$ cat config.mk
export PLATFORM = sky130hd
export DESIGN_NAME = pipe_stage_reg
export DESIGN_NICKNAME = d
export VERILOG_FILES = /design/src/rtl/pipe_stage_reg.sv
export SDC_FILE = /design/constraint.sdc
export NUM_CORES = 1
export LEC_CHECK = 0
export CELL_PAD_IN_SITES_DETAIL_PLACEMENT = 0
export CELL_PAD_IN_SITES_GLOBAL_PLACEMENT = 1
export CORE_MARGIN = 5
export CORE_UTILIZATION = 30
export CTS_CLUSTER_DIAMETER = 100
export CTS_CLUSTER_SIZE = 14
export DETAILED_ROUTE_END_ITERATION = 16
export GPL_TIMING_DRIVEN = 0
export PLACE_DENSITY = 0.84
export SLEW_MARGIN = 20
export SYNTH_ARGS = -nofsm -noshare
export SYNTH_HDL_FRONTEND = slang
export SYNTH_SLANG_ARGS = --single-unit
$ cat constraint.sdc
create_clock -name clk -period 2.8 [get_ports clk]
set_input_delay 0.7 -clock clk [delete_from_list [all_inputs] [get_ports clk]]
set_output_delay 0.7 -clock clk [all_outputs]
set_load 0.01 [all_outputs]
$ cat src/rtl/pipe_stage_reg.sv
// Valid/ready pipeline register stage with flush and asynchronous reset.
// Define PIPE_STAGE_SKID_EN to build the two-entry skid variant with a registered in_ready.
module pipe_stage_reg #(
    parameter int unsigned    W       = 32,
    parameter logic [W-1:0]   RST_VAL = {W{1'b0}}
) (
    input  logic         clk,
    input  logic         rst,
    input  logic         flush,
    input  logic         in_valid,
    output logic         in_ready,
    input  logic [W-1:0] in_data,
    output logic         out_valid,
    input  logic         out_ready,
    output logic [W-1:0] out_data
);

    logic accept;
    logic emit;

`ifdef PIPE_STAGE_SKID_EN

    typedef enum logic [1:0] {
        StEmpty,
        StOne,
        StTwo
    } skidStateT;

    skidStateT      stateQ;
    logic [W-1:0]   mainQ;
    logic [W-1:0]   skidQ;
    logic           inReadyQ;
    logic           outValidQ;

    // in_ready comes straight from a flop so out_ready never reaches it combinationally.
    assign in_ready  = inReadyQ;
    assign out_valid = outValidQ;
    assign out_data  = mainQ;

    assign accept = in_valid && inReadyQ;
    assign emit   = outValidQ && out_ready;

    always_ff @(posedge clk or posedge rst) begin
        if (rst) begin
            stateQ    <= StEmpty;
            mainQ     <= RST_VAL;
            skidQ     <= RST_VAL;
            inReadyQ  <= 1'b1;
            outValidQ <= 1'b0;
        end else if (flush) begin
            stateQ    <= StEmpty;
            inReadyQ  <= 1'b1;
            outValidQ <= 1'b0;
        end else begin
            unique case (stateQ)
                StEmpty: begin
                    if (accept) begin
                        mainQ     <= in_data;
                        stateQ    <= StOne;
                        outValidQ <= 1'b1;
                    end
                end
                StOne: begin
                    if (accept && !emit) begin
                        skidQ    <= in_data;
                        stateQ   <= StTwo;
                        inReadyQ <= 1'b0;
                    end else if (emit && !accept) begin
                        stateQ    <= StEmpty;
                        outValidQ <= 1'b0;
                    end else if (accept && emit) begin
                        mainQ <= in_data;
                    end
                end
                StTwo: begin
                    // Older payload leaves first; the skid entry moves up to main.
                    if (emit) begin
                        mainQ    <= skidQ;
                        stateQ   <= StOne;
                        inReadyQ <= 1'b1;
                    end
                end
                default: begin
                    stateQ    <= StEmpty;
                    inReadyQ  <= 1'b1;
                    outValidQ <= 1'b0;
                end
            endcase
        end
    end

`else

    logic           validQ;
    logic [W-1:0]   dataQ;

    assign in_ready  = out_ready || !validQ;
    assign out_valid = validQ;
    assign out_data  = dataQ;

    assign accept = in_valid && in_ready;
    assign emit   = validQ && out_ready;

    always_ff @(posedge clk or posedge rst) begin
        if (rst) begin
            validQ <= 1'b0;
            dataQ  <= RST_VAL;
        end else begin
            if (flush) begin
                validQ <= 1'b0;
            end else if (accept) begin
                validQ <= 1'b1;
            end else if (emit) begin
                validQ <= 1'b0;
            end
            // Payload may load during a flush; it is never presented since valid drops.
            if (accept) begin
                dataQ <= in_data;
            end
        end
    end

`endif

endmodule

==> results.cfg <==
[outcome]
status = finished, final reports clean

[global_route]
antenna_found_initial = 0
grt-ovfl-total = 0
grt_pass1_vias = 991
grt_max_degree = 34
grtUsageTotal_pct = 11.3
grt_pass1_wl_mm = 5.31

[yosys]
yosys.cell_count.top_type = dfrtp_1
synth_cell_type_count = 8
async_reset_ff_share_pct = 100
ys_seq_area_share_pct = 59.1
synth-edff-count = 0
synth_area_leaders = dfrtp_1, mux2_4, buf_12
synth_top_cell_by_area = dfrtp_1
synth_top_area_share_pct = 59.1
synth_ff_type = dfrtp_1
syn_nets = 110
syn_inst = 73
synth_area_mm2 = 0.00140
syn_avg_cell_area_um2 = 19.1
synthTopCellsByCount = dfrtp_1, mux2_4, buf_12, inv_1, mux2_2
synth-seq-cells = 33
yosys_warnings = 0

[critical_path]
crit_path_cell_trace = clkdlybuf4s50_1 -> nand2b_4 -> clkdlybuf4s50_1
arrival_ns = 1.84
crit_required_ns = 2.10
path_class = input pin to output port
crit_path_end_kind = output port
startpoint_type = input pin
critPathBufInv = 2
critPathMaxStageDelay_ns = 0.54
crit_top_cell = clkdlybuf4s50_1
critPathSlowestCell = clkdlybuf4s50_1
critical_path.max_fanout = 3
path_delay_family = buffers and inverters

[routing]
num_vias = 888
drtIter0Drc = 40
wl_per_cell_um = 16.5
first_pass_iters = 3
drc = 0
ant_nets = 0
viasPerCell = 4.40
wl_mm = 3.33

[layout]
fillers = 382
diodes = 0
synthToLayoutAreaGrowth_pct = 61.0
final_nets = 187
drive_gt1_share_pct = 29.3

[clock_network]
clockBufferDepth = 2
cts_sinks = 33
postCtsSetupBuffers = 0
cts_tree = built
clk_pin_slew_ns = 0.06
post_cts_resized = 0
worstSkewPairLatency_ns = 0.27
numCtsBuffers = 5
ctsHoldBuffers = 0
htreeDepth = 2
cts_root_buffer = clkbuf_8

[power_and_ir_drop]
p_int_w = 0.000968
p_leak_nw = 1.02
power.switching_w = 0.000296
max-vdd-ir-drop_mv = 0.186
power_density_mw_per_mm2 = 562
power_w = 0.00126
p_comb_share_pct = 27.5
seqPwrFrac_pct = 44.9
clkPwrFrac_pct = 27.6
p_sw_share_pct = 23.4

[placed_design]
dp_hpwl_mm = 2.58
portBuffers = 70
gp_congestion = 0.690

[sta]
rsz0062_at_grt = no
tightest_slew_ns = 0.698
hold_viol_final = 0
skew_ns = 0.00498
slew_viol_final = 0
fin_setup_tns_ns = 0
setup_violations = 0
min_period_ns = 2.54
fmax_mhz = 394
timing.slew.headroom_pct = 53.4
finalCritPeriodShare_pct = 90.7

[die]
fp.dieH_um = 78.2
fp.dieW_um = 78.2
io_pins = 71
num_rows = 24
initial_core_util_pct = 31.4
coreArea_mm2 = 0.00444
die_area_mm2 = 0.00612

[job]
maxCapViolCount = 0

[min_path]
min_path_type = flip-flop to flip-flop
## final timing paths
path / startpoint / to / slack (ns) / cells past startpoint
max: out_ready / in_ready / 0.26 / 3
min: out_data[30] / out_data[30] / 0.51 / 1
max reg2reg: out_valid / out_data[3] / 1.60 / 4
min reg2reg: out_data[30] / out_data[30] / 0.51 / 1
max in group asynchronous: rst / out_data[5] / 1.50 / 2
min in group asynchronous: rst / out_data[25] / 0.85 / 2
## flip-flops by register name, indices dropped and copies added (netlist names)
signal and cells:
out_data 32, out_valid 1
## power groups by stage
stage / logic [W] / registers (W) / clock network, W
2_1_floorplan: 0.000128 / 0.000603 / 0
3_3_place_gp: 0.000345 / 0.000574 / 0
3_5_place_dp: 0.000351 / 0.000577 / 0
4_1_cts: 0.000354 / 0.000569 / 0.000366
5_1_grt: 0.000366 / 0.000576 / 0.000389
6_report: 0.000347 / 0.000568 / 0.000348
## layout make-up
type                       instances  area, µm²  share of cell area (%)
buffer                             3       60.1                    2.67
multi-input combinational         35        503                    22.4
tap                               52       65.1                    2.89
timing repair buffer              70        701                    31.2
clock buffer                       7       86.3                    3.84
inverter                           2       7.51                   0.334
sequential                        33        826                    36.7
## layer usage
layer / share of wire [%] / up-vias / GRT usage [%]
met5: 0 / - / 0
met1: 40 / 434 / 13.6
li1: - / 406 / -
met4: 1.4 / 0 / 5.77
met2: 50 / 43 / 18.4
met3: 8.0 / 5 / 3.20
## kinds of logic after synthesis
family	synth area share (%)
flops	59.1
mux	33.9
buf+inv	4.84
simple gates	1.79
compound gates	0.358
## stage by stage
step	instance area (µm²)	std cells	worst slack (ns)	hold slack (ns)	utilization, %
floorplan	1400	73	1.25	0.550	-
global placement	2160	195	0.269	0.488	48.6
detailed placement	2160	195	0.260	0.490	48.6
CTS	2250	202	0.255	0.511	50.6
global route	2250	202	0.230	0.518	50.6
finish	2250	202	0.261	0.510	50.6
## placed cells by master, fill, tap and decap left out, drive strengths merged
cell type | synthesis | routed
a21oi | 1 | 1
buf | 3 | 3
clkbuf | 0 | 7
clkdlybuf4s50 | 0 | 70
dfrtp | 33 | 33
inv | 2 | 2
mux2 | 32 | 32
nand2 | 1 | 1
nand2b | 1 | 1
Power figures use the tool's default switching activity.
